==> config.mk <==
export PLATFORM = sky130hd
export DESIGN_NAME = rs_stream_encoder
export DESIGN_NICKNAME = d
export VERILOG_FILES = /design/src/rtl/rs_stream_encoder.sv
export SDC_FILE = /design/constraint.sdc
export NUM_CORES = 1
export LEC_CHECK = 0
export ABC_AREA = 0
export CELL_PAD_IN_SITES_DETAIL_PLACEMENT = 0
export CELL_PAD_IN_SITES_GLOBAL_PLACEMENT = 1
export CORE_MARGIN = 10
export CORE_UTILIZATION = 47
export DETAILED_ROUTE_END_ITERATION = 12
export DONT_BUFFER_PORTS = 1
export PLACE_DENSITY = 0.88
export SYNTH_ARGS = -nofsm -noshare
export SYNTH_HDL_FRONTEND = slang
export SYNTH_SLANG_ARGS = --single-unit
==> constraint.sdc <==
create_clock -name clk -period 2.78 [get_ports clk]
set_clock_uncertainty 0.2 [all_clocks]
set_input_delay 0.695 -clock clk [delete_from_list [all_inputs] [get_ports clk]]
set_output_delay 0.695 -clock clk [all_outputs]
set_load 0.03 [all_outputs]
==> src/rtl/rs_stream_encoder.sv <==
// Symbol-serial systematic Reed-Solomon encoder over GF(2^4) (x^4+x+1).
// Message symbols stream straight through; the LFSR remainder follows as N-K parity symbols.
module rs_stream_encoder #(
  parameter int N = 15,
  parameter int K = 9
) (
  input  logic       clk,
  input  logic       rst,
  input  logic [3:0] in_data,
  input  logic       in_valid,
  output logic       in_ready,
  output logic [3:0] out_data,
  output logic       out_valid,
  input  logic       out_ready,
  output logic       out_last,
  output logic       enc_busy
);

  localparam int NK    = N - K;
  localparam int CNT_W = $clog2(N + 1);

  localparam logic [0:0] ST_MSG = 1'b0;
  localparam logic [0:0] ST_PAR = 1'b1;

  localparam logic [CNT_W-1:0] MSG_END = CNT_W'(K - 1);
  localparam logic [CNT_W-1:0] PAR_END = CNT_W'(NK - 1);

  function automatic logic [3:0] gfMul(input logic [3:0] a, input logic [3:0] b);
    logic [3:0] acc;
    logic [3:0] sh;
    acc = 4'h0;
    sh  = a;
    for (int i = 0; i < 4; i++) begin
      if (b[i]) acc = acc ^ sh;
      sh = {sh[2:0], 1'b0} ^ (sh[3] ? 4'h3 : 4'h0);
    end
    return acc;
  endfunction

  // Generator coefficients packed 4 bits per degree, g[j] at [4j+:4]; built as prod (x + alpha^i).
  function automatic logic [63:0] genPoly();
    logic [63:0] g;
    logic [3:0]  root;
    logic [3:0]  lower;
    g    = 64'h1;
    root = 4'h1;
    for (int i = 1; i <= NK; i++) begin
      root = gfMul(root, 4'h2);
      for (int j = NK; j >= 0; j--) begin
        lower = (j > 0) ? g[4*(j-1) +: 4] : 4'h0;
        g[4*j +: 4] = lower ^ gfMul(root, g[4*j +: 4]);
      end
    end
    return g;
  endfunction

  localparam logic [63:0] GEN = genPoly();

  logic [0:0]        state;
  logic [CNT_W-1:0]  symCnt;
  logic [4*NK-1:0]   parity;
  logic [4*NK-1:0]   parNext;
  logic [3:0]        fb;
  logic [3:0]        data_p0;
  logic              vld_p0;
  logic              last_p0;
  logic              outSlot;
  logic              accept;

  assign outSlot  = !vld_p0 || out_ready;
  assign in_ready = (state == ST_MSG) && outSlot;
  assign accept   = in_valid && in_ready;

  always_comb begin
    parNext = '0;
    fb      = in_data ^ parity[4*NK-1 -: 4];
    parNext[3:0] = gfMul(GEN[3:0], fb);
    for (int j = 1; j < NK; j++) begin
      parNext[4*j +: 4] = parity[4*(j-1) +: 4] ^ gfMul(GEN[4*j +: 4], fb);
    end
  end

  // Output stage p0: message echo in MSG, remainder drained high-degree first in PAR.
  always_ff @(posedge clk) begin
    if (rst) begin
      state   <= ST_MSG;
      symCnt  <= '0;
      parity  <= '0;
      data_p0 <= 4'h0;
      vld_p0  <= 1'b0;
      last_p0 <= 1'b0;
    end else if (state == ST_MSG) begin
      if (accept) begin
        data_p0 <= in_data;
        vld_p0  <= 1'b1;
        last_p0 <= 1'b0;
        parity  <= parNext;
        if (symCnt == MSG_END) begin
          symCnt <= '0;
          state  <= ST_PAR;
        end else begin
          symCnt <= symCnt + CNT_W'(1);
        end
      end else if (outSlot) begin
        vld_p0  <= 1'b0;
        last_p0 <= 1'b0;
      end
    end else if (outSlot) begin
      data_p0 <= parity[4*NK-1 -: 4];
      vld_p0  <= 1'b1;
      last_p0 <= (symCnt == PAR_END);
      parity  <= {parity[4*NK-5:0], 4'h0};
      if (symCnt == PAR_END) begin
        symCnt <= '0;
        state  <= ST_MSG;
      end else begin
        symCnt <= symCnt + CNT_W'(1);
      end
    end
  end

  assign out_data  = data_p0;
  assign out_valid = vld_p0;
  assign out_last  = last_p0;
  assign enc_busy  = (state == ST_PAR) || (symCnt != '0) || vld_p0;

endmodule

== Word-level counts from Yosys, hierarchy flattened ==
Index checks and enable logic that the tools add are counted.

* $add $sub $neg: 1
* Multiply operators: 0
* Div/mod/pow operators: 0
* Order comparisons: 0
* Equal/unequal tests: 3
* Shifts and indexed selects: 0
* Multiplexer cells: 43
* Bitwise gates (word level): 22
* Reduce and logical (&&, ||, !) cells: 11

{| class="wikitable"
|+ Operator list
! cell !! count
|-
| 2-to-1 mux 4 bit || 20
|-
| 2-to-1 mux 24 bit || 3
|-
| bitwise XOR 4 bit || 6
|-
| inverter 3 bit || 6
|-
| 2-to-1 mux 3 bit || 5
|-
| 2-to-1 mux 1 bit || 13
|-
| inverter 2 bit || 4
|-
| inverter 4 bit || 2
|-
| adder 4 x 1 -> 4 bit (second input constant) || 1
|-
| == test 4 x 3 -> 1 bit (second input constant) || 1
|-
| == test 4 bit (second input constant) || 1
|-
| 2-to-1 mux 2 bit || 2
|-
| inverter 1 bit || 4
|-
| AND reduction 2 bit || 2
|-
| nonzero test 2 bit || 2
|-
| nonzero test 4 bit || 1
|-
| logical OR 1 bit || 3
|-
| logical AND 1 bit || 2
|-
| inequality test 2 x 1 -> 1 bit (second input constant) || 1
|-
| logical NOT 1 bit || 1
|}

* Register bits after elaboration: 35
* Bits in latches: 0
* Bits in writable memories: 0
* Bits in read-only memories: 0
* Input port bits: 8
* Output and inout port bits: 8
* Word-level logic and storage cells: 86
* Memories kept: 0

== Depth between registers and ports, before layout ==
Gate-level depths: netlist of the first run.

* Depth in word-level cells: 11
* Mapped depth: 7

== Least setup slack after synthesis of the first run ==
No wires, ideal clock.

* Kind: register to output
* From: register state
* To: output enc_busy
* Arrival: 1.320 ns
* Path slack: 0.565 ns
* Stages on the path, launching flop included: 6
* Cells stage by stage: dfxtp_1 buf_2 clkbuf_1 buf_2 nor2_1 nand3_1

* Cells in the longest elaborated chain, start to end: 2

{| class="wikitable"
|+ RTL lines
! what !! line !! source
|-
| start, declared || 59 || <nowiki>logic [0:0] state;</nowiki>
|-
| start signal, assigned || 86 || <nowiki>state <= ST_MSG;</nowiki>
|-
| start signal, assigned || 100 || <nowiki>state <= ST_PAR;</nowiki>
|-
| start signal, assigned || 115 || <nowiki>state <= ST_MSG;</nowiki>
|-
| logical OR 1 bit (2 in a row) || 125 || <nowiki>assign enc_busy = (state == ST_PAR) || (symCnt != '0) || vld_p0;</nowiki>
|-
| end, declared || 16 || <nowiki>output logic enc_busy</nowiki>
|}

Every way passes these cells.

== Worst setup path in the final report of the first run ==
* From: register vld_p0 (netlist: out_valid)
* To: output in_ready

* Cells in the longest elaborated chain, start to end: 3

{| class="wikitable"
|+ RTL lines
! what !! line !! source
|-
| start, declared || 65 || <nowiki>logic vld_p0;</nowiki>
|-
| start signal, assigned || 90 || <nowiki>vld_p0 <= 1'b0;</nowiki>
|-
| start signal, assigned || 95 || <nowiki>vld_p0 <= 1'b1;</nowiki>
|-
| start signal, assigned || 105 || <nowiki>vld_p0 <= 1'b0;</nowiki>
|-
| logical NOT 1 bit || 70 || <nowiki>assign outSlot = !vld_p0 || out_ready;</nowiki>
|-
| logical OR 1 bit || 70 ||
|-
| logical AND 1 bit || 71 || <nowiki>assign in_ready = (state == ST_MSG) && outSlot;</nowiki>
|-
| end, declared || 11 || <nowiki>output logic in_ready,</nowiki>
|}

Every way passes these cells.

==> results of run 1 <==
cells by family after synthesis:
kind of cell,after synthesis,share of synthesized area (%)
compound gates,43,17.26
buf+inv,14,3.125
flops,35,39.77
fa+ha+maj,3,2.131
simple gates,69,18.18
xor+xnor,25,14.77
mux,8,4.759
routing by layer:
layer / part of all wire [%] / global-route usage (%)
met4: 1.2 / 4.671
met1: 45 / 12.86
met2: 48 / 18.23
met5: 0 / 0
met3: 6.0 / 4.857
cell usage in the layout (no fill, tap or decap), types with 2 or more instances in the layout:
master,synthesis,routed
inv_1,2,2
o21ai_0,8,8
xnor2_2,3,3
nand4b_1,2,2
nor3_1,3,3
or3_1,6,6
mux2i_1,5,5
ha_1,3,3
nand2_1,6,6
nor2b_1,4,4
nor2_1,41,40
nand2b_1,2,2
buf_4,0,2
xnor2_1,20,20
nand3_1,2,2
a311oi_2,2,2
dfxtp_1,35,35
clkbuf_8,0,5
a2bb2oi_1,2,2
a211oi_1,18,18
a311oi_1,4,4
mux2_2,3,3
a21oi_1,7,7
worst reg2reg max path: stages (launching register included):
cell and delay (ns):
dfxtp_1 0.57, nor2_1 0.15, nor2_4 0.84, o21ai_0 0.21, a21oi_1 0.19, nor2_1 0.05
flip-flops by register name, summed over array words and instances (netlist names):
register,cells
out_valid,1
out_last,1
out_data,4
symCnt,4
state,1
parity,24
per-stage QoR:
step / setup WS, ns / utilization, %
finish: 0.3085 / 51.45
CTS: 0.3061 / 51.45
detailed placement: 0.3880 / 49.45
floorplan: 0.5654 / -
global placement: 0.4222 / 49.45
global route: 0.2451 / 51.45
area by class of cell:
type	instances	area (sq um)
sequential	35	700.7
tap	48	60.06
clock buffer	6	72.57
multi-input combinational	148	1013
fill	343	1764
timing repair buffer	2	15.01
inverter	2	7.507
worst max path at each step:
stage / end / slack [ns] / cells after the start / startpoint
2_1_floorplan: enc_busy / 0.57 / 5 / state
3_3_place_gp: parity[5] / 0.42 / 5 / in_data[2]
3_5_place_dp: parity[22] / 0.39 / 5 / in_data[2]
4_1_cts: in_ready / 0.31 / 2 / out_valid
5_1_grt: symCnt[2] / 0.25 / 5 / out_valid
6_report: in_ready / 0.31 / 2 / out_valid
power by group:
group | switching, W | internal [W] | total (W)
Sequential | 0.0000618 | 0.000568 | 0.000630
Combinational | 0.000246 | 0.000237 | 0.000484
Clock | 0.000159 | 0.000167 | 0.000326
==> results by group, run 1 <==
Timing
  – Final setup TNS: 0 ns
  – Clock period minus worst slack: 2.472 ns
  – Share of the clock period used by the worst path: 88.90%
  – Transition time of the tightest slew-check pin: 1.074 ns
  – Worst slew margin: 28.21%
  – Achievable frequency: 0.4046 GHz
  – RSZ-0062 raised after global routing: false
  – Number of failing setup endpoints in the final timing report: 0
  – Hold Slack: 0.2591 ns
  – Fin. max-slew vios: 0
  – Final count of hold timing violations: 0

Floorplanning
  – Die height: 81.23 microns
  – Die width: 81.23 microns
  – Overall die area: 0.006598 sq mm
  – Placeable core area: 0.003633 sq mm
  – I/O pin cnt: 16
  – Effective utilization at floorplan: 48.48%
  – Number of placement rows: 22

Synthesis
  – Async S/R FF share, synth: 0%
  – Library cell occupying the most area in the post-synthesis netlist: dfxtp_1
  – Number of synthesized flops with an enable pin: 0
  – Most used DFF post-synth: dfxtp_1
  – Post-synthesis register bit count: 35
  – Number of cells produced by synthesis: 197
  – Commonest cells in the synthesized netlist: nor2_1, dfxtp_1, xnor2_1
  – Mapped cell area: 0.001762 sq mm
  – Warnings, synthesis: 0
  – Synth cell types: 30
  – Sequential fraction of the synthesis area: 39.77%
  – Most frequent cell after synthesis: nor2_1
  – Nets in the synthesized netlist: 208
  – Avg Cell Area, Syn: 8.943 sq um
  – Fraction of synthesized cell area taken by the top area cell type: 39.77%
  – Cells taking the most area after synthesis: dfxtp_1, xnor2_1, nor2_1

Worst hold path
  – End of the worst hold path: parity[1]
  – Path class of the lowest-slack min-delay path: reg -> reg
  – Number of cells on the worst hold path: 2
  – Startpoint of the worst hold path: parity[1]

Worst setup path
  – Peak per-stage delay on the critical path: 0.56 ns
  – Critical-path maximum fanout: 5
  – Worst Setup Start Kind: flip-flop
  – Data required time of the worst path: 1.88 ns
  – Type of element capturing the critical path: primary output
  – Critical path class: reg -> out
  – Setup slack of the worst register-to-register path: 0.47 ns
  – Buffers & Inverters on Critical Path: 0
  – Length in cells of the worst reg-to-reg path: 5
  – Cell family with most CP delay: simple AND/OR/NAND/NOR gates
  – Reg-to-Reg Start: state
  – CP max-delay cell: dfxtp_1
  – Worst EP arrival: 1.58 ns
  – Cell-by-cell trace of the critical path: nor2b_1 > nor2_1
  – Worst reg2reg path endpoint: symCnt[2]

Route
  – Routed via count divided by cell count: 5.598
  – Total routed wirelength: 3.560 mm
  – Count of TritonRoute iterations in the first routing pass: 4
  – Vias: 1349
  – DRC violations left: 0
  – Starting DRC count in detailed routing: 81
  – Routed WL per cell: 14.77 microns
  – Post-DRT Antenna Nets: 0

GRT
  – Maximum number of pins on one net before global-route repair: 53
  – First-pass GRT wire length: 5.823 mm
  – Antenna violations before repair: 0
  – Overall global routing resource usage: 11.30%
  – Gr ovfl total: 0
  – Number of global-route vias before repair: 1279

Power
  – Leakage component of the power: 0.6545 nW
  – Total power: 0.001439 W
  – Pwr Density: 769.9 mW/mm^2
  – Peak VDD IR: 0.3785 mV

Finish
  – Number of nets at the end of the flow: 205
  – Diode insertion count for antenna repair: 0
  – Syn-to-layout area delta: 6.108%
  – Post-route cell area: 0.001869 sq mm
  – Proportion of layout cells with a drive suffix above 1: 8.808%
  – Final cell count without fillers: 241

CTS
  – Postcts setup bufs: 0
  – Clock-pin slew reported for the worst setup and hold paths after clock tree synthesis: 0.06 ns
  – Clock latency at the later pin of the worst-skew pair: 0.28 ns
  – CTS tree: done
  – Post-CTS Hold Buffers: 0
  – Number of clock buffers inserted by TritonCTS: 5
  – CTS H-tree lvls: 2
  – Post-cts sizing count: 0
  – Number of clock sinks seen by CTS: 35
  – Maximum buffer depth of the clock tree: 2
  – Root Buffer: clkbuf_8

Job
  – Count of max-cap constraint violations: 0

Run status
  – Run status: finished, final reports clean

Placement
  – DP Wirelength: 2.508 mm
  – Placed cell count: 235
  – Final weighted congestion of routability-driven global placement: 0.7671
  – Area after detailed placement: 0.001797 sq mm
  – IO buf count: 0
Note: power is estimated with default switching activity, not from simulation.
==> run 2, diff against run 1 <==
- clock period: 2.78 -> 2.65 ns (I/O delays scaled with it)
==> run 2 against run 1 <==
Net effect:
- sequential power is 4.9% higher
- worst setup slack worse by 0.059 ns
- clock power is 6.4% higher
- cell count is 0.83% higher
- count of clock-buffer cells in the layout stayed put
- design area is 0.80% higher
==> results by group, run 2 (synthesis results as in run 1) <==
Run status
  – Run status: finished, final reports clean (unchanged)

CTS
  – Post-CTS Hold Buffers: 0 (unchanged)
  – Maximum buffer depth of the clock tree: 2 (unchanged)
  – CTS H-tree lvls: 2 (unchanged)
  – Postcts setup bufs: 0 (unchanged)
  – CTS tree: done (unchanged)
  – Clock latency at the later pin of the worst-skew pair: 0.28 ns (about the same)
  – Post-cts sizing count: 0 (unchanged)
  – Number of clock sinks seen by CTS: 35 (unchanged)
  – Root Buffer: clkbuf_8 (unchanged)
  – Number of clock buffers inserted by TritonCTS: 5 (unchanged)
  – Clock-pin slew reported for the worst setup and hold paths after clock tree synthesis: 0.06 ns (about the same)

GRT
  – Overall global routing resource usage: 11.78% (was 11.30%)
  – Global routing usage on met2: 18.31% (was 18.23%)
  – Antenna violations before repair: 0 (unchanged)
  – Most crowded layer after global routing: met2 (unchanged)
  – First-pass GRT wire length: 6.147 mm (was 5.823 mm)
  – Gr ovfl total: 0 (unchanged)
  – Met1 track demand over resource in global routing: 14.60% (was 12.86%)
  – Maximum number of pins on one net before global-route repair: 36 (was 53)
  – Number of global-route vias before repair: 1250 (was 1279)
  – GRT met3 Usage: 4.746% (was 4.857%)

Route
  – Total routed wirelength: 3.612 mm (was 3.560 mm)
  – Vias: 1348 (was 1349)
  – Count of TritonRoute iterations in the first routing pass: 4 (unchanged)
  – Post-DRT Antenna Nets: 0 (unchanged)
  – Routed via count divided by cell count: 5.547 (was 5.598)
  – Starting DRC count in detailed routing: 96 (was 81)
  – Routed WL per cell: 14.86 microns (was 14.77 microns)
  – DRC violations left: 0 (unchanged)

Finish
  – Number of nets at the end of the flow: 207 (was 205)
  – Post-route cell area: 0.001884 sq mm (was 0.001869 sq mm)
  – # fillers: 346 (was 343)
  – Combined flip-flop and latch cell area: 700.7 sq um (unchanged)
  – Syn-to-layout area delta: 6.960% (was 6.108%)
  – Final core utilization: 51.86% (was 51.45%)
  – Flip-flop count of the largest register after layout: 24 (unchanged)
  – Proportion of layout cells with a drive suffix above 1: 9.744% (was 8.808%)
  – Leading cell types in the layout, fill and taps excluded: nor2_1, dfxtp_1, xnor2_1, a211oi_1, o21ai_0 (unchanged)
  – Area occupied by multi-input gates: 0.001013 sq mm (unchanged)
  – Diode insertion count for antenna repair: 0 (unchanged)
  – Reg with most FFs: parity (unchanged)
  – Leading cell type in the layout, fill and taps excluded: nor2_1 (unchanged)
  – Final cell count without fillers: 243 (was 241)

Worst setup path
  – Worst EP arrival: 1.54 ns (was 1.58 ns)
  – Critical path class: reg -> out (unchanged)
  – Setup slack of the worst register-to-register path: 0.49 ns (was 0.47 ns)
  – Reg-to-Reg Start: out_valid (was state)
  – Type of element capturing the critical path: primary output (unchanged)
  – Worst Setup Start Kind: flip-flop (unchanged)
  – Worst reg2reg path endpoint: parity[12] (was symCnt[2])
  – Data required time of the worst path: 1.79 ns (was 1.88 ns)
  – Length in cells of the worst reg-to-reg path: 5 (unchanged)
  – Critical-path maximum fanout: 5 (unchanged)

Floorplanning
  – Placeable core area: 0.003633 sq mm (unchanged)
  – Number of placement rows: 22 (unchanged)
  – Die width: 81.23 microns (unchanged)
  – Die height: 81.23 microns (unchanged)
  – Overall die area: 0.006598 sq mm (unchanged)
  – Effective utilization at floorplan: 48.48% (unchanged)
  – I/O pin cnt: 16 (unchanged)

Placement
  – DP Wirelength: 2.552 mm (was 2.508 mm)
  – Placed cell count: 237 (was 235)
  – Final weighted congestion of routability-driven global placement: 0.7900 (was 0.7671)
  – Area after detailed placement: 0.001812 sq mm (was 0.001797 sq mm)
  – IO buf count: 0 (unchanged)

Timing
  – Final setup TNS: 0 ns (unchanged)
  – Clock period minus worst slack: 2.400 ns
  – Final count of hold timing violations: 0 (unchanged)
  – Number of failing setup endpoints in the final timing report: 0 (unchanged)
  – RSZ-0062 raised after global routing: false (unchanged)
  – Share of the clock period used by the worst path: 90.58%
  – Fin. max-slew vios: 0 (unchanged)
  – Worst slew margin: 57.10% (was 28.21%)
  – Transition time of the tightest slew-check pin: 0.6420 ns (was 1.074 ns)
  – Achievable frequency: 0.4166 GHz
  – Hold Slack: 0.2374 ns (was 0.2591 ns)

Power
  – Pwr Density: 804.6 mW/mm^2 (was 769.9 mW/mm^2)
  – Leakage component of the power: 0.6643 nW (was 0.6545 nW)
  – Peak VDD IR: 0.3409 mV (was 0.3785 mV)

Worst hold path
  – Number of cells on the worst hold path: 1 (was 2)
  – Path class of the lowest-slack min-delay path: in -> reg (was reg -> reg)
  – End of the worst hold path: parity[22] (was parity[1])
  – Startpoint of the worst hold path: rst (was parity[1])

Job
  – Count of max-cap constraint violations: 0 (unchanged)
==> run 2: changes by cell type in the layout (fill, tap and decap cells not counted), sizes merged <==
| cell | delta |
|---|---|
| buf | +2 |
==> run 2: worst max-delay path by stage <==
stage	startpoint	to	slack, ns
after CTS	out_valid	in_ready	0.25
after detailed placement	in_data[2]	parity[22]	0.27
final	out_valid	in_ready	0.25
after floorplan	state	enc_busy	0.47
after global placement	in_data[2]	parity[22]	0.28
after global routing	out_valid	in_ready	0.19
==> run 2: routing by layer <==
layer  wire (microns)  part of all wire [%]
met2             1659                    46
met1             1707                    47
met3              209                   5.8
met5                0                     0
met4               36                   1.0
==> run 2: critical path, stage by stage, from the launching register on <==
cell and delay (ns):
dfxtp_1 0.56, nor2b_1 0.43, nor2_1 0.27
==> run 2: where the power goes <==
part	internal, W	switching, W	total (W)
registers	0.000596	0.0000653	0.000661
clock network	0.000175	0.000172	0.000347
logic	0.000251	0.000257	0.000508
total	0.00102	0.000495	0.00152
==> run 2: cell type report <==
type / instances / share of cell area [%]
Clock buffer: 6 / 3.851
Inverter: 2 / 0.3984
Multi-Input combinational cell: 148 / 53.78
Sequential cell: 35 / 37.18
Tap cell: 48 / 3.187
Timing Repair Buffer: 4 / 1.594
==> run 2: through the flow <==
stage | worst slack (ns) | total power [W]
final | 0.2497 | 0.001516
after global routing | 0.1889 | 0.001620
after detailed placement | 0.2729 | 0.001180
after CTS | 0.2542 | 0.001530
after global placement | 0.2830 | 0.001166
after floorplan | 0.4679 | 0.001097
